<file path="src/rtl/pc_fetch_unit.sv">
// Program-counter and instruction-fetch stage: fetches one instruction at a
// time over req/ready, presents it to decode over valid/accept, and computes
// the next word PC from sequential, branch, jump or register targets.
module pc_fetch_unit #(
    parameter logic [29:0] RESET_VECTOR = 30'h0000_0C00
) (
    input  logic        clk,
    input  logic        rst,
    output logic [31:0] imem_addr,
    output logic        imem_req,
    input  logic        imem_ready,
    input  logic [31:0] imem_rdata,
    output logic [31:0] inst,
    output logic        inst_valid,
    input  logic        inst_accept,
    output logic [31:0] pc_out,
    input  logic        branch_taken,
    input  logic [29:0] imm_ext,
    input  logic        jump,
    input  logic [25:0] jump_idx,
    input  logic        jr,
    input  logic [31:0] jr_addr,
    output logic        misalign_err,
    output logic [31:0] retired_cnt
);

    localparam int unsigned PcW  = 30;
    localparam int unsigned CntW = 32;

    typedef enum logic [1:0] {
        S_BOOT  = 2'd0,
        S_FETCH = 2'd1,
        S_ISSUE = 2'd2
    } state_t;

    state_t         state;
    logic [PcW-1:0] pc;
    logic [PcW-1:0] pcPlus1;
    logic [PcW-1:0] nextPc;
    logic           jrMisaligned;

    // Both byte addresses come straight from the PC register, so they stay
    // stable for the whole fetch wait and the whole issue wait.
    assign imem_addr = {pc, 2'b00};
    assign pc_out    = {pc, 2'b00};

    assign jrMisaligned = (jr_addr[1:0] != 2'b00);

    // Next-PC selection, priority jr > jump > branch > sequential, wraps mod 2^30
    always_comb begin
        pcPlus1 = pc + PcW'(1);
        nextPc  = pcPlus1;
        if (jr) begin
            nextPc = jr_addr[31:2];
        end else if (jump) begin
            nextPc = {pcPlus1[29:26], jump_idx};
        end else if (branch_taken) begin
            nextPc = pcPlus1 + imm_ext;
        end
    end

    // Fetch/issue FSM with registered handshake outputs and retirement state
    always_ff @(posedge clk or posedge rst) begin
        if (rst) begin
            state        <= S_BOOT;
            pc           <= RESET_VECTOR;
            imem_req     <= 1'b0;
            inst_valid   <= 1'b0;
            inst         <= '0;
            misalign_err <= 1'b0;
            retired_cnt  <= '0;
        end else begin
            case (state)
                S_BOOT: begin
                    state    <= S_FETCH;
                    imem_req <= 1'b1;
                end
                S_FETCH: begin
                    if (imem_ready) begin
                        inst       <= imem_rdata;
                        imem_req   <= 1'b0;
                        inst_valid <= 1'b1;
                        state      <= S_ISSUE;
                    end
                end
                S_ISSUE: begin
                    if (inst_accept) begin
                        pc          <= nextPc;
                        retired_cnt <= retired_cnt + CntW'(1);
                        inst_valid  <= 1'b0;
                        imem_req    <= 1'b1;
                        state       <= S_FETCH;
                        if (jr && jrMisaligned) begin
                            misalign_err <= 1'b1;
                        end
                    end
                end
                default: begin
                    state      <= S_BOOT;
                    imem_req   <= 1'b0;
                    inst_valid <= 1'b0;
                end
            endcase
        end
    end

endmodule
</file>
<file path="config.mk">
export PLATFORM = sky130hd
export DESIGN_NAME = pc_fetch_unit
export DESIGN_NICKNAME = d
export VERILOG_FILES = /design/src/rtl/pc_fetch_unit.sv
export SDC_FILE = /design/constraint.sdc
export NUM_CORES = 1
export LEC_CHECK = 0
export CAP_MARGIN = 20
export CORE_MARGIN = 2
export CORE_UTILIZATION = 40
export DETAILED_ROUTE_END_ITERATION = 12
export PLACE_DENSITY = 0.74
export SLEW_MARGIN = 30
export SYNTH_ARGS = -nofsm -noshare
export SYNTH_HDL_FRONTEND = slang
export SYNTH_SLANG_ARGS = --single-unit
</file>
<file path="constraint.sdc">
create_clock -name clk -period 5.1 [get_ports clk]
set_input_delay 1.02 -clock clk [delete_from_list [all_inputs] [get_ports clk]]
set_output_delay 1.02 -clock clk [all_outputs]
set_load 0.02 [all_outputs]
</file>
### Word-level counts from Yosys, hierarchy flattened

Cells that the tools add are included.

* latch bits: 0
* bits of input ports: 127
* bits in read-only memories: 0
* memories kept: 0
* bits in registers: 99
* bits in writable memories: 0
* logic and storage cells: 35

* bitwise operators: 1
* add/sub/neg operators: 3
* shift-type cells: 0
* magnitude comparators: 0
* multiplexer cells: 12
* equal/unequal tests: 4
* div/mod/pow operators: 0
* reductions and logical operators: 8
* multiply operators: 0

Operator list (count)
* $mux W30: 3
* $add A32 B1 Y32 const B: 1
* $add A30 B1 Y30 const B: 1
* $add A30 B30 Y30: 1
* $pmux W1 S3: 2
* $pmux W2 S3: 1
* $reduce_and A2 Y1: 3
* $reduce_and A3 Y1: 2
* $mux W1: 4
* $mux W2: 2
* $ne A2 B2 Y1 const B: 2
* $eq A2 B1 Y1 const B: 1
* $eq A2 B2 Y1 const B: 1
* $logic_not A2 Y1: 1
* $reduce_bool A2 Y1: 1
* $logic_and A1 B1 Y1: 1
* $not A1 Y1: 1

### Depth between registers and ports, before layout

Gate-level depths: netlist of run 1.

* depth after elaboration: 5
* gate-level depth with buffers: 19
* gate-level depth less buffers: 19

### Worst setup path before layout of run 1

Ideal clock, no wire load.

* kind: register to register
* from: register pc[3]
* to: register pc[29]
* data arrival time: 3.751 ns
* required time: 5.031 ns
* setup time: 0.069 ns
* cell stages (with the launch flop): 19
* slack: 1.280 ns
* period minus slack after synthesis: 3.820 ns
* path through: dfrtp_1 -> and4_1 -> and2_1 -> nand3_1 -> nor2b_1 -> nand2_1 -> xnor2_1 -> ha_1 -> o21ai_0 -> nor2_1 -> nor4_1 -> a21oi_1 -> a221oi_4 -> o211ai_2 -> a31oi_1 -> o21ai_2 -> xnor2_1 -> or4_1 -> nand3_1

* word-level cells in the longest chain between the ends: 5

Ends and longest elaborated chain
* from (decl): RTL line 37 `logic [PcW-1:0] pc;`
* from (signal assigned): RTL line 88 `pc <= nextPc;`
* $add A30 B1 Y30 *: RTL line 51 `pcPlus1 = pc + PcW'(1);`
* $add A30 B30 Y30: RTL line 58 `nextPc = pcPlus1 + imm_ext;`
* $mux W30: RTL line 57 `end else if (branch_taken) begin`
* $mux W30 *: RTL line 55 `end else if (jump) begin`
* $mux W30 *: RTL line 53 `if (jr) begin`

Every way passes the cells marked *; elsewhere a longest branch is shown, timed or not.
A chain may end at the register's enable or synchronous reset.

### Worst setup path in the final report of run 1

* from: register pc[3]
* to: register pc[27]

Same word-level chain as after synthesis.

==> results of run 1 <==
==> path summary, 6_finish.rpt <==
check | endpoint | cells past startpoint | slack (ps)
max | pc[27] | 18 | 630
min reg2reg | retired_cnt[31] | 1 | 480
max in group asynchronous | pc[11] | 3 | 3060
max reg2reg | pc[27] | 18 | 630
min | retired_cnt[31] | 1 | 480
min in group asynchronous | inst[11] | 2 | 1160
==> sequential cells by signal, indices dropped and copies added (netlist names) <==
register,count
inst,32
retired_cnt,32
misalign_err,1
inst_valid,1
pc,30
state,2
==> layout make-up <==
type / count / share of cell area [%]
multi-input combinational: 579 / 41.01
timing repair buffer: 262 / 26.85
sequential: 98 / 25.40
tap: 220 / 2.848
clock buffer: 10 / 2.473
inverter: 19 / 0.7897
clock inverter: 6 / 0.6214
==> synth_stat cells (3+ instances only) <==
master / number / area share [%]
a211oi_1: 12 / 1.3
a21o_1: 10 / 1.1
a21oi_1: 52 / 3.8
a221oi_1: 5 / 0.64
a311oi_1: 3 / 0.38
a31oi_1: 9 / 0.82
and2_1: 9 / 0.82
and3_1: 25 / 2.3
and4_1: 7 / 0.90
buf_4: 34 / 3.7
clkbuf_1: 26 / 1.4
dfrtp_1: 96 / 35
ha_1: 38 / 7.0
inv_1: 18 / 0.99
mux2_2: 32 / 5.3
mux2i_1: 5 / 0.73
nand2_1: 61 / 3.3
nand2b_1: 6 / 0.55
nand3_1: 29 / 2.1
nand4_1: 9 / 0.82
nor2_1: 68 / 3.7
nor2b_1: 4 / 0.37
nor3_1: 9 / 0.66
o211ai_1: 12 / 1.3
o21a_1: 7 / 0.77
o21ai_0: 34 / 2.5
o21ai_2: 3 / 0.38
o21bai_1: 5 / 0.55
o22ai_1: 7 / 0.64
o31ai_1: 3 / 0.33
or2_2: 4 / 0.37
xnor2_1: 54 / 6.9
xor2_1: 28 / 3.6
==> power by group <==
| part | switching, mW | internal [mW] | total (mW) | leakage, nW |
|---|---|---|---|---|
| clock | 0.341 | 0.356 | 0.698 | 0.140 |
| combinational | 1.63 | 1.54 | 3.17 | 2.76 |
| sequential | 0.312 | 1.05 | 1.36 | 1.21 |
==> routing by layer <==
metal	track usage, %	vias to the layer above
met2	38.07	214
met5	0	-
met1	30.97	3010
met4	7.135	0
met3	2.890	31
li1	-	3081
==> logic make-up (layout without fill, tap and decap cells) <==
family,after synthesis,count (layout),share of synthesized area [%]
other cells,1,4,0.05485
flops,98,98,35.91
simple gates,239,239,16.84
mux,37,37,6.003
buf+inv,81,297,6.314
compound gates,178,178,17.13
fa+ha+maj,39,39,7.248
xor+xnor,82,82,10.51
==> stage by stage <==
| stage | cell area [sq um] | hold slack [ps] |
|---|---|---|
| finish | 9664 | 477.9 |
| global route | 9664 | 487.8 |
| CTS | 9662 | 478.0 |
| detailed placement | 9363 | 464.2 |
| global placement | 9363 | 462.5 |
| floorplan | 6848 | 487.8 |
==> critical path, delay by kind of cell, from the launching register on <==
kind                     cells  cell delay, ps
AO/OA/AOI/OAI                8            1610
AND/OR/NAND/NOR              7            1610
XOR/XNOR                     2             350
flip-flops                   1             460
adder cells (fa/ha/maj)      1             320
==> impl_results.md, run 1 <==
- Clk root buf: clkbuf_16
- Sequential cell area: 2455 sq um
- Util after Layout: 58.07%
- Post-CTS resize count: 0
- RSZ-0062 raised after global routing: no
- WS Path Type: flip-flop to flip-flop
- Top Metal Used: met4
- Critical Path Max Stage Delay: 540 ps
- Worst setup EP type: flip-flop
- R2R Path Start: pc[3]
- Via density: 5.307
- Critical Path Source: pc[3]
- Clock transition at the registers of the reported paths: around 80 ps
- Placed Cells incl. Taps: 1178
- Wire length of the first global-routing pass: 32.80 mm
- Initial antenna violation count: 0
- Pwr/cell area: 541.3 nW/um^2
- Outcome: finished clean
- Largest net degree at the start of global routing: 73
- Layout cell share with drive strength beyond 1: 7.700%
- Final nets: 1135
- Power, Total: 5.231 mW
- Vias in the first global route: 6200
- Leading register cell type out of synthesis: dfrtp_1
- Area of the multi-input gates: 3964 sq um
- Clock skew: 13.14 ps
- Synth Register Bits: 98
- Met2 routed WL: 10.33 mm
- Core area: 16640 sq um
- Async SR Flop Fraction: 100.0%
- Final Non-Filler Cells: between 1000 and 1500
- Post-synth EDFFs: 0
- Residual DRC: 0
- Ant diodes: 0
- HP Class: flip-flop to flip-flop
- Num rows: 47
- Worst slack at placement: ~670 ps
- Measured slew at the worst slew-check pin: 671.6 ps
- Commonest non-fill, non-tap cell in the layout: clkdlybuf4s50_1
- Post-CTS Setup Bufs: 0
- Final slew viol count: 0
- Final WS setup: 629.5 ps
- HP Start: retired_cnt[31]
- Maxcap violations: 0
- Leakage: between 4 and 5 nW
- Final GP Congestion: between 0.8 and 0.9
- Synthesized cell area: 6837 sq um
- Fill cells: roughly 1500
- Final Hold Fails: 0
- Critical path's slowest cell: nor2b_1
- Boundary Pins: 258
- Worst path required time: roughly 5300 ps
- Synth warn: 0
- Max Fanout on Critical Path: 7
- Post-DP HPWL: 16.07 mm
- Register area share after synthesis: 35.91%
- Maximum clock frequency: around 220 MHz
- Antenna Nets Post-Route: 0
- Setup violators final: 0
- Hold buffers post-CTS: 0
- Slew margin rel.: a little under three fifths
- CTS H-Tree Depth: 3
- Mapped Cells: 755
- Clock Tree Buf Depth: 2
- Total track usage: a little under a quarter
- Die Wd: 134.7 um
- Starting DRC count in detailed routing: roughly 350
- M1 WL: 9.273 mm
- Met3 WL: 997 um
- Chip height: 134.7 um
- CP arrival: 4690 ps
- Die area: between 15000 and 20000 sq um
- Setup_tns: 0 ps
- Post-route minimum period: between 4000 and 5000 ps
- Num CTS Buffers: 9
- Tcrit/Tclk final: 87.66%
- Clock latency at the later pin of the worst-skew pair: 350 ps
- WL/cell: 17.66 um
- Most frequent cells in the layout: clkdlybuf4s50_1 (252), dfrtp_1 (96), nor2_1 (67)
- Pre-antenna DRT Iters: 4
- Congestion Overflow GR: 0
- DR vias: 6336
- Worst vdd ir: approximately 290 uV
- Syn_area_per_cell: 9.055 sq um
- Critical Path Source Type: flip-flop
- Crit-path cells: and4_1 > and2_1 > nand3_1 > nor2b_1 > nand2_1 > xnor2_1 > ha_1 > o21ai_0 > nor2_1 > nor4_1 > a21oi_1 > a221oi_4 > o21ai_0 > a31o_1 > a21oi_1 > o21ai_1 > xnor2_1 > o22ai_1
- WL final: around 21 mm
- Area grow syn2layout: 41.36%
- Buffers on Ports: 253
- Clock sink count: 98
- Count of cell types in the netlist: between 50 and 60
- CTS tree: built
- Initial Util: 41.08%
Power figures use the tool's default switching activity.
==> inputs of run 2 (changes only) <==
- CTS_CLUSTER_DIAMETER: unset -> 150
- GPL_TIMING_DRIVEN: unset -> 0
==> run 2 against run 1 <==
Compared with the run above:
- hold slack got worse by 1.2 ps
- largest cell class unchanged
- clock power barely moved
- largest power group unchanged
- utilization increased by 1.8 points
- combinational power increased by 6%
- first-iteration DRC count is 9.3% higher
==> impl_results.md, run 2 (synthesized netlist as in run 1, its figures left out) <==
- Clk root buf: clkbuf_16
- Worst path required time: 5320 ps (about the same)
- Ant diodes: 0 (unchanged)
- CTS H-Tree Depth: 3 (unchanged)
- Most frequent cells in the layout: clkdlybuf4s50_1 (251), dfrtp_1 (96), nor2_1 (68)
- RR Endpoint: pc[27]
- WS Path Type: flip-flop to flip-flop
- Measured slew at the worst slew-check pin: 840.3 ps (+168.6 ps)
- Vias in the first global route: 6566 (+5.9%)
- Critical Path Source: pc[2]
- Area grow syn2layout: 45.68%
- Pint: 3.061 mW (+3.9%)
- Internal reg-to-reg setup slack: 540 ps (-90 ps)
- Area of the multi-input gates: 3964 sq um (unchanged)
- Final nets: 1187 (+4.6%)
- CTS tree: built
- Antenna Nets Post-Route: 0 (unchanged)
- Num CTS Buffers: 9 (unchanged)
- Pre-antenna DRT Iters: 5 (+1)
- Crit-path cells: and4_1 > and2_1 > nand3_1 > nor2b_2 > nand2_1 > xnor2_1 > ha_1 > o21ai_0 > nor2_1 > nor4_1 > a21oi_1 > a221oi_4 > o21ai_0 > a31o_1 > a21oi_1 > o21ai_1 > xnor2_1 > o22ai_1
- Comb pwr share: 62.0% (+1.4 points)
- Post-route cell area: 9960 sq um (+3.1%)
- Critical Path Source Type: flip-flop
- Leakage: 4.277 nW (+4.0%)
- Final WS setup: 536.6 ps (-92.85 ps)
- Seq pwr share: 25.2% (-0.9 points)
- Die area: 18150 sq um (unchanged)
- Biggest regs: inst x32, retired_cnt x32, pc x30
- Chip height: 134.7 um (unchanged)
- Post-DP HPWL: 18.15 mm (+13%)
- Wire length of the first global-routing pass: 35.85 mm (+9.3%)
- Worst setup EP type: flip-flop
- Boundary Pins: 258 (unchanged)
- Hold path depth: 1 (unchanged)
- Post-route minimum period: 4563 ps (+92.85 ps)
- Post-CTS Setup Bufs: 0 (unchanged)
- HP Class: flip-flop to flip-flop
- Fill cells: 1511 (+1.8%)
- Clock skew: 13.20 ps (+0.05760 ps)
- Outcome: finished clean
- Tcrit/Tclk final: 89.48% (+1.8 points)
- Initial antenna violation count: 0 (unchanged)
- R2R depth: 18 (unchanged)
- Max Fanout on Critical Path: 7 (unchanged)
- Residual DRC: 0 (unchanged)
- Post-CTS resize count: 0 (unchanged)
- Critical Path Max Stage Delay: 520 ps (-20 ps)
- Pwr/cell area: 542.4 nW/um^2 (+0.21%)
- Placed Cells incl. Taps: 1230 (+4.4%)
- Clk pwr share: 12.9% (-0.4 points)
- Slew margin rel.: 43.98% (-11 points)
- Starting DRC count in detailed routing: 377 (+9.3%)
- Clock Tree Buf Depth: 2 (unchanged)
- Clock sink count: 98 (unchanged)
- Hold buffers post-CTS: 0 (unchanged)
- DR vias: 6687 (+5.5%)
- Worst vdd ir: 273.8 uV (-4.4%)
- Final Hold Fails: 0 (unchanged)
- WL final: 23.49 mm (+11%)
- Clock transition at the registers of the reported paths: 80 ps (about the same)
- Die Wd: 134.7 um (unchanged)
- Total track usage: 25.50% (+2.7 points)
- CP arrival: 4780 ps (+90 ps)
- Power, Total: 5.402 mW (+3.3%)
- Num rows: 47 (unchanged)
- Switching fraction of total power: 43.33% (-0.36 points)
- Initial Util: 41.08% (unchanged)
- Psw: 2.341 mW (+2.4%)
- Critical path's slowest cell: dfrtp_1
- Via density: 5.367 (+1.1%)
- Placed Instance Area: 9661 sq um (+3.2%)
- Final Non-Filler Cells: 1246 (+4.4%)
- Clock latency at the later pin of the worst-skew pair: 350 ps (about the same)
- Layout cell share with drive strength beyond 1: 9.747% (+2.0 points)
- Sequential cell area: 2455 sq um (unchanged)
- Buffers on Ports: 251 (-0.79%)
- Maximum clock frequency: 219.1 MHz (-2.0%)
- Final GP Congestion: 0.9043 (+1.2%)
- Congestion Overflow GR: 0 (unchanged)
- Core area: 16640 sq um (unchanged)
- Worst slack at placement: 411.8 ps (-258.4 ps)
- Final slew viol count: 0 (unchanged)
- Commonest non-fill, non-tap cell in the layout: clkdlybuf4s50_1
- Hold EP: misalign_err
- RSZ-0062 raised after global routing: no
- R2R Path Start: pc[2]
- Largest net degree at the start of global routing: 63 (-14%)
- HP Start: misalign_err
- Setup violators final: 0 (unchanged)
- Maxcap violations: 0 (unchanged)
- WL/cell: 18.85 um (+6.7%)
run 2: cell count changes in the layout (fill, tap and decap cells not counted), sizes merged:
cell | previous run | this run
clkbuf | 10 | 35
clkinv | 2 | 4
buf | 10 | 37
clkdlybuf4s50 | 252 | 251
clkinvlp | 2 | 1
run 2: worst max path at each step:
stage | cells after the start | end | slack (ps)
after global routing | 18 | pc[27] | 210
after floorplan | 18 | pc[29] | 1280
final | 18 | pc[27] | 540
after detailed placement | 18 | pc[27] | 410
after global placement | 2 | pc[13] | -270
after CTS | 18 | pc[27] | 390
run 2: area by class of cell:
cell class	count	area share [%]
Clock buffer	9	2.261
Multi-Input combinational cell	579	39.80
Buffer	62	3.618
Timing Repair Buffer	252	25.43
Inverter	19	0.7663
Clock inverter	7	0.7161
Sequential cell	98	24.65
Tap cell	220	2.764
run 2: power by group through the flow:
stage	clock network, mW	logic [mW]	registers (mW)
final	0.695	3.35	1.36
after global routing	0.745	3.59	1.41
after CTS	0.716	3.35	1.36
after detailed placement	0	3.33	1.37
after global placement	0	3.29	1.36
after floorplan	0	1.78	1.63
run 2: critical path, delay by kind of cell (launching register included):
| kind | cells | cell delay [ps] |
|---|---|---|
| AOI/OAI and AO/OA | 8 | 1680 |
| DFF | 1 | 520 |
| and+or+nand+nor | 7 | 1540 |
| adders and majority gates | 1 | 320 |
| xor gates and xnor gates | 2 | 360 |
run 2: metrics by stage:
stage	hold slack, ps	TNS (ps)	util, %
after floorplan	487.8	0	-
after global placement	459.7	-25090	57.90
after detailed placement	465.8	0	58.05
after CTS	483.1	0	59.83
after global routing	500.3	0	59.85
final	476.7	0	59.85
run 2: layer usage:
layer  up-vias  track usage [%]  wire (um)
met4         0            8.596        618
met5         -                0          0
met1      3217            34.12      10060
met2       248            42.08      11470
li1       3182                -          -
met3        40            4.092       1343
